## src/rtl/vga_timing_gen.sv

```systemverilog
// Parameterised VGA sync generator: pixel counters, active-area flag, h/v sync
// and per-pixel/line/frame/vblank strobes, advanced once every CLK_DIV enabled clocks.
module vga_timing_gen #(
    parameter int H_ACTIVE = 640,
    parameter int H_FP     = 16,
    parameter int H_SYNC   = 96,
    parameter int H_BP     = 48,
    parameter int V_ACTIVE = 480,
    parameter int V_FP     = 10,
    parameter int V_SYNC   = 2,
    parameter int V_BP     = 33,
    parameter int SYNC_POL = 0,
    parameter int CLK_DIV  = 2,
    parameter int X_WIDTH  = 10,
    parameter int Y_WIDTH  = 10
) (
    input  logic               clk,
    input  logic               rst,
    input  logic               en,
    output logic [X_WIDTH-1:0] counter_x,
    output logic [Y_WIDTH-1:0] counter_y,
    output logic               in_display_area,
    output logic               vga_h_sync,
    output logic               vga_v_sync,
    output logic               pixel_strobe,
    output logic               line_start,
    output logic               frame_start,
    output logic               vblank_start
);

    localparam int H_TOTAL = H_ACTIVE + H_FP + H_SYNC + H_BP;
    localparam int V_TOTAL = V_ACTIVE + V_FP + V_SYNC + V_BP;
    localparam int DIV_W   = (CLK_DIV > 1) ? $clog2(CLK_DIV) : 1;

    localparam logic [DIV_W-1:0]   DIV_LAST = DIV_W'(CLK_DIV - 1);
    // Inclusive upper bounds keep every constant within H_TOTAL-1 / V_TOTAL-1,
    // so they always fit the counter widths.
    localparam logic [X_WIDTH-1:0] X_LAST   = X_WIDTH'(H_TOTAL - 1);
    localparam logic [X_WIDTH-1:0] X_ACT_HI = X_WIDTH'(H_ACTIVE - 1);
    localparam logic [X_WIDTH-1:0] HS_LO    = X_WIDTH'(H_ACTIVE + H_FP);
    localparam logic [X_WIDTH-1:0] HS_HI    = X_WIDTH'(H_ACTIVE + H_FP + H_SYNC - 1);
    localparam logic [Y_WIDTH-1:0] Y_LAST   = Y_WIDTH'(V_TOTAL - 1);
    localparam logic [Y_WIDTH-1:0] Y_ACT_HI = Y_WIDTH'(V_ACTIVE - 1);
    localparam logic [Y_WIDTH-1:0] VS_LO    = Y_WIDTH'(V_ACTIVE + V_FP);
    localparam logic [Y_WIDTH-1:0] VS_HI    = Y_WIDTH'(V_ACTIVE + V_FP + V_SYNC - 1);
    localparam logic               ACT      = (SYNC_POL != 0);

    logic [DIV_W-1:0]   div_q, div_d;
    logic [X_WIDTH-1:0] x_q, x_d;
    logic [Y_WIDTH-1:0] y_q, y_d;
    logic               de_q, de_d;
    logic               hs_q, hs_d;
    logic               vs_q, vs_d;
    logic               ps_q, ps_d;
    logic               ls_q, ls_d;
    logic               fs_q, fs_d;
    logic               vbs_q, vbs_d;
    logic               tick, x_wrap, y_wrap;

    always_comb begin
        tick   = en && (div_q == DIV_LAST);
        x_wrap = (x_q == X_LAST);
        y_wrap = (y_q == Y_LAST);

        div_d = div_q;
        x_d   = x_q;
        y_d   = y_q;
        de_d  = de_q;
        hs_d  = hs_q;
        vs_d  = vs_q;

        if (en) begin
            div_d = tick ? '0 : div_q + 1'b1;
        end

        // Decode is taken from the next counter values so the registered flags
        // line up with counter_x/counter_y on the same edge. Until the first
        // tick after reset the (0,0) pixel keeps in_display_area low.
        if (tick) begin
            x_d = x_wrap ? '0 : x_q + 1'b1;
            if (x_wrap) begin
                y_d = y_wrap ? '0 : y_q + 1'b1;
            end
            de_d = (x_d <= X_ACT_HI) && (y_d <= Y_ACT_HI);
            hs_d = ((x_d >= HS_LO) && (x_d <= HS_HI)) ? ACT : ~ACT;
            vs_d = ((y_d >= VS_LO) && (y_d <= VS_HI)) ? ACT : ~ACT;
        end

        ps_d  = tick;
        ls_d  = tick && x_wrap;
        fs_d  = tick && x_wrap && y_wrap;
        vbs_d = tick && x_wrap && (y_q == Y_ACT_HI);
    end

    always_ff @(posedge clk) begin
        if (rst) begin
            div_q <= '0;
            x_q   <= '0;
            y_q   <= '0;
            de_q  <= 1'b0;
            hs_q  <= ~ACT;
            vs_q  <= ~ACT;
            ps_q  <= 1'b0;
            ls_q  <= 1'b0;
            fs_q  <= 1'b0;
            vbs_q <= 1'b0;
        end else begin
            div_q <= div_d;
            x_q   <= x_d;
            y_q   <= y_d;
            de_q  <= de_d;
            hs_q  <= hs_d;
            vs_q  <= vs_d;
            ps_q  <= ps_d;
            ls_q  <= ls_d;
            fs_q  <= fs_d;
            vbs_q <= vbs_d;
        end
    end

    assign counter_x       = x_q;
    assign counter_y       = y_q;
    assign in_display_area = de_q;
    assign vga_h_sync      = hs_q;
    assign vga_v_sync      = vs_q;
    assign pixel_strobe    = ps_q;
    assign line_start      = ls_q;
    assign frame_start     = fs_q;
    assign vblank_start    = vbs_q;

endmodule
```

## config.mk

```make
export PLATFORM = sky130hd
export DESIGN_NAME = vga_timing_gen
export DESIGN_NICKNAME = d
export VERILOG_FILES = /design/src/rtl/vga_timing_gen.sv
export SDC_FILE = /design/constraint.sdc
export NUM_CORES = 1
export LEC_CHECK = 0
export BUFFER_PORTS_ARGS = -buffer_cell sky130_fd_sc_hd__buf_2
export CAP_MARGIN = 20
export CELL_PAD_IN_SITES_DETAIL_PLACEMENT = 0
export CELL_PAD_IN_SITES_GLOBAL_PLACEMENT = 2
export CORE_MARGIN = 2
export CORE_UTILIZATION = 32
export DETAILED_ROUTE_END_ITERATION = 10
export PLACE_DENSITY = 0.87
export SLEW_MARGIN = 20
export SYNTH_ARGS = -nofsm -noshare
export SYNTH_HDL_FRONTEND = slang
export SYNTH_SLANG_ARGS = --single-unit
```

## constraint.sdc

```tcl
create_clock -name clk -period 2.75 [get_ports clk]
set_input_delay 0.275 -clock clk [delete_from_list [all_inputs] [get_ports clk]]
set_output_delay 0.275 -clock clk [all_outputs]
set_load 0.01 [all_outputs]
```

# --- After elaboration in Yosys (flattened, before gate mapping) ---
# Index checks and enable logic that the tools add are counted.
totals:
  inputBits: 3
  output_inout_bits: 27
  regBits: 28
  word_cells: 36
classes:
  magnitude_cmp: 6
  addsub: 3
  eq_ne: 3
  n_reduce_logical: 7
  muxes: 7
ops:
  columns: ["op", "n"]
  rows:
  - ["10-bit two-way mux", 4]
  - ["10-bit by 1-bit adder with 10-bit output, second input constant", 2]
  - ["10-bit equality test, second input constant", 2]
  - ["10-bit <= comparator, second input constant", 2]
  - ["10-bit by 9-bit <= comparator with 1-bit output, second input constant", 2]
  - ["10-bit by 9-bit equality test with 1-bit output, second input constant", 1]
  - ["10-bit >= comparator, second input constant", 1]
  - ["10-bit by 9-bit >= comparator with 1-bit output, second input constant", 1]
  - ["1-bit logical AND", 7]
  - ["1-bit two-way mux", 3]
  - ["1-bit adder, second input constant", 1]

# --- Longest topological paths before layout ---
logic_depth:
  depth_word: 7
  mapped_depth: 7
  depth_no_buf: 7

# --- Worst setup path before layout ---
# Ideal clock, no wire load.
synth_timing:
  kind: "register -> register"
  startpoint: "reg x_q[0], in the netlist counter_x[0]"
  endpoint: "reg y_q[9], in the netlist counter_y[9]"
  slack_ps: 656
  stages_incl_launch_ff: 7
  required_time_ps: 2676
  period_less_slack_ps: 2094
  setup_ps: 74
  path_buffers: 0
  t_arrival_ps: 2020
  cell_sequence: "dfxtp_1 -> ha_1 -> nand4_1 -> nor4_4 -> nand3_1 -> o31a_1 -> a31oi_1"
synth_between:
  elab_chain_cells: 3
synth_lines:
  columns: ["element", "line", "source"]
  rows:
  - ["from (decl)", "49", "logic [X_WIDTH-1:0] x_q, x_d;"]
  - ["from (signal assigned)", "98", "x_q <= '0;"]
  - ["from (signal assigned)", "109", "x_q <= x_d;"]
  - ["10-bit equality test", "62", "x_wrap = (x_q == X_LAST);"]
  - ["10-bit two-way mux", "81", "if (x_wrap) begin"]
  - ["10-bit two-way mux", "79", "if (tick) begin"]
  - ["to (signal assigned)", "110", "y_q <= y_d;"]
  - ["to (decl)", "50", "logic [Y_WIDTH-1:0] y_q, y_d;"]
# Every way passes these cells. The select of a mux whose other input is x is not followed.
# A chain may end at the register's enable or synchronous reset.

# --- Worst setup path after layout ---
layout_timing:
  startpoint: "reg x_q[1], in the netlist counter_x[1]"
  endpoint: "reg de_q, in the netlist in_display_area"
layout_between:
  elab_chain_cells: 5
  word_cells_on_any_way: 8
  cone_classes: "add/sub: 1; order compare: 2; eq/ne: 1; mux: 3; reduce/logical: 1"
layout_lines:
  columns: ["element", "line", "source"]
  rows:
  - ["branches (longest 4 deep; another with 10-bit by 1-bit adder with 10-bit output)", null, null]
  - ["1-bit logical AND (*)", "84", "de_d = (x_d <= X_ACT_HI) && (y_d <= Y_ACT_HI);"]
  - ["to (signal assigned)", "100", "de_q <= 1'b0;"]
  - ["to (signal assigned)", "111", "de_q <= de_d;"]
  - ["to (decl)", "51", "logic de_q, de_d;"]
# Mark *: on every way between the ends. The select of a mux whose other input is x is not followed.

==> metrics.md <==
| Metric | Value |
|---|---|
| PD cells | ~420 nW/um^2 |
| DR DRC count | 0 |
| Largest net degree at the start of global routing | 19 |
| DP Worst Slack | 0.513 ns |
| Fin Clk Skew | between 0.008 and 0.009 ns |
| # clock sinks | 28 |
| GR Util met2 | about a quarter |
| GRT overflow | 0 |
| Worst slew margin | between 60% and 70% |
| Gr usage total | 16.0% |
| Syn-to-layout area delta | 16.3% |
| Top cells by area, synth | dfxtp_1 33%, nor2_1 4.4%, nand3_1 3.8%, o21ai_0 3.8%, nand2_1 3.7% |
| Worst setup slack after layout | 0.470 ns |
| Post-Route WL | around 4600 microns |
| Post-synthesis mux area share | 1.75% |
| Vias in the first global route | between 1500 and 2000 |
| Antenna Nets Post-Route | 0 |
| Synthesized netlist cell count | about 210 |
| DR vias | roughly 1700 |
| Clk pwr share | roughly two fifths |
| Yosys top cell area share | 32.7% |
| Number of synthesized register bits | 28 |
| Yosys cell types | 55 |
| Antenna diodes | 0 |
| Ports | 30 |
| Worst Setup End Kind | register |
| P_sw | between 0.2 and 0.25 mW |
| GR peak layer | met2 |
| CTS buffer count | 3 |
| Die X | 77.2 microns |
| Complex-gate fraction of the synthesized area | 23.3% |
| # fillers | between 500 and 600 |
| Final worst-path cycle share | around 83% |
| Met1 usage | between 20% and 30% |
| Max Slew Vio Count | 0 |
| Data arrival time of the worst path | ~2.5 ns |
| EDFF count, synth | 0 |
| Post-cts hold buffer count | 0 |
| First-pass GRT wire length | 7740 microns |
| Most frequent cells in the layout | 29 x buf_2, 28 x dfxtp_1, 20 x nor2_1 |
| CTS tree | built |
| Setup violators final | 0 |
| Max H-tree Level | 1 |
| DR WL/cell | between 15 and 20 microns |
| # rows | 26 |
| Peak supply drop | ~0.00021 V |
| Achievable Freq | approximately 440 MHz |
| Syn nets | around 220 |
| Net Sw Frac | between 20% and 30% |
| Worst slew pin tran | 0.534 ns |
| Power share of the combinational group | slightly below 8% |
| Port bufs | 29 |
| Final Core Density | 38.8% |
| Synthesis warning total | 0 |
| Endpoints failing hold | 0 |
| Clk root buf | clkbuf_8 |
| Worst-skew pair later-pin latency | between 0.2 and 0.3 ns |
| Die H | approximately 77 microns |
| Tmin final | approximately 2.3 ns |
| Synthesized cell area | 1710 sq um |
| First-iteration detailed-routing DRC count | between 150 and 200 |
| Grt met3 use | around 2% |
| Initial antenna violation count | 0 |
| Clock slew at reported path FFs | about 0.11 ns |
| Post-CTS Resized | 0 |
| Synth Area in XOR/XNOR | slightly above 4% |
| Crit-path max FO | 10 |
| Area leader, netlist | dfxtp_1 |
| Starting Density | between 30% and 40% |
| Final GP Congestion | ~0.84 |
| Most common cell after layout, fill and taps aside | buf_2 |
| Setup crit start kind | register |
| Post-CTS Setup Repair Bufs | 0 |
| Outcome | finished, final reports clean |
| Top FF cell, synth | dfxtp_1 |
| Static Leak | ~0.79 nW |
| Die area | approximately 6000 sq um |
| First-pass iteration count of the detailed router | 5 |
| Largest family of logic cells by synthesized area | simple AND/OR/NAND/NOR gates |
| Vias per cell | roughly 5.5 |
| Syn avg cell area | a little over 8 sq um |
| Seq/Total Area, Yosys | between 30 and 40% |
| MaxCap Viol Count | 0 |
| Final net count | around 240 |
| CTS Buffer Depth | 2 |
| RSZ-0062 raised after global routing | no |
| Dpl hpwl | about 3300 microns |
| Core area | between 5000 and 6000 sq um |
| Share of power burned in registers | between 50 and 60% |
| Post-Synth Simple-Gate Area | between 30% and 40% |
| Asr flop ratio synth | 0% |
| Setup Crit Path Kind | register to register |
| Sum Neg Setup Slack | 0 ns |
| HP Class | input port to register |
| Layout cells sized above 1 | 18.2% |
| WP data required | around 2.9 ns |
| Int Pwr | between 0.6 and 0.7 mW |
| Post-synthesis adder-cell area fraction | 2.92% |
## kinds of logic after synthesis
logic type               after synthesis
AO/OA/AOI/OAI                         57
XOR/XNOR                               8
AND/OR/NAND/NOR                       92
multiplexers                           3
adder cells (fa/ha/maj)                4
flip-flops                            28
buffers and inverters                 19
## critical path, stage by stage, from the launching register on
cell and delay (ns):
dfxtp_1 0.48, ha_1 0.27, nand4_1 0.33, nor3_4 0.53
a211oi_1 0.10, a2bb2oi_1 0.19, a311oi_1 0.28
## sequential cells by signal, summed over array words and instances, names as in the netlist
register	count
div_q	1
line_start	1
frame_start	1
vga_h_sync	1
counter_x	10
pixel_strobe	1
counter_y	10
vga_v_sync	1
vblank_start	1
in_display_area	1
## power by group through the flow
stage	Combinational (mW)	Clock [mW]	Sequential, mW
after floorplan	0.0415	0	0.439
after global placement	0.0666	0	0.439
after detailed placement	0.0658	0	0.439
after CTS	0.0671	0.352	0.430
after global routing	0.0758	0.368	0.432
final	0.0663	0.344	0.430
## per-layer routing
metal	share of wire, %	up-vias
met3	4.8	7
met1	49	777
li1	-	837
met4	1.7	0
met2	45	49
met5	0	-
## cell usage after synthesis (5+ instances only)
master	number
a21o_1	6
a21oi_1	8
clkbuf_1	9
dfxtp_1	28
inv_1	7
nand2_1	17
nand3_1	13
nand4_1	5
nor2_1	20
nor3_1	6
o21ai_0	13
## through the flow
step | instances | hold WS (ns) | total power [mW] | cell area (sq um)
CTS | 306 | 0.249 | 0.849 | 1990
detailed placement | 302 | 0.491 | 0.505 | 1920
global placement | 302 | 0.499 | 0.506 | 1920
global route | 306 | 0.266 | 0.876 | 1990
finish | 306 | 0.249 | 0.840 | 1990
floorplan | 211 | 0.412 | 0.481 | 1710
## area by class of cell
class | count | area (sq um) | share of cell area (%)
Clock buffer | 3 | 41.3 | 2.07
Clock inverter | 1 | 30.0 | 1.51
Inverter | 7 | 26.3 | 1.32
Tap cell | 70 | 87.6 | 4.40
Multi-Input combinational cell | 164 | 1070 | 53.8
Sequential cell | 28 | 561 | 28.1
Timing Repair Buffer | 33 | 175 | 8.79
## path summary, 6_finish.rpt
path / end / cells past startpoint / from / slack, ns
max: in_display_area / 6 / counter_x[1] / 0.47
min reg2reg: vga_h_sync / 1 / vga_h_sync / 0.53
max reg2reg: in_display_area / 6 / counter_x[1] / 0.47
min: div_q / 3 / en / 0.25
No activity file was read; power rests on OpenSTA's default activity.
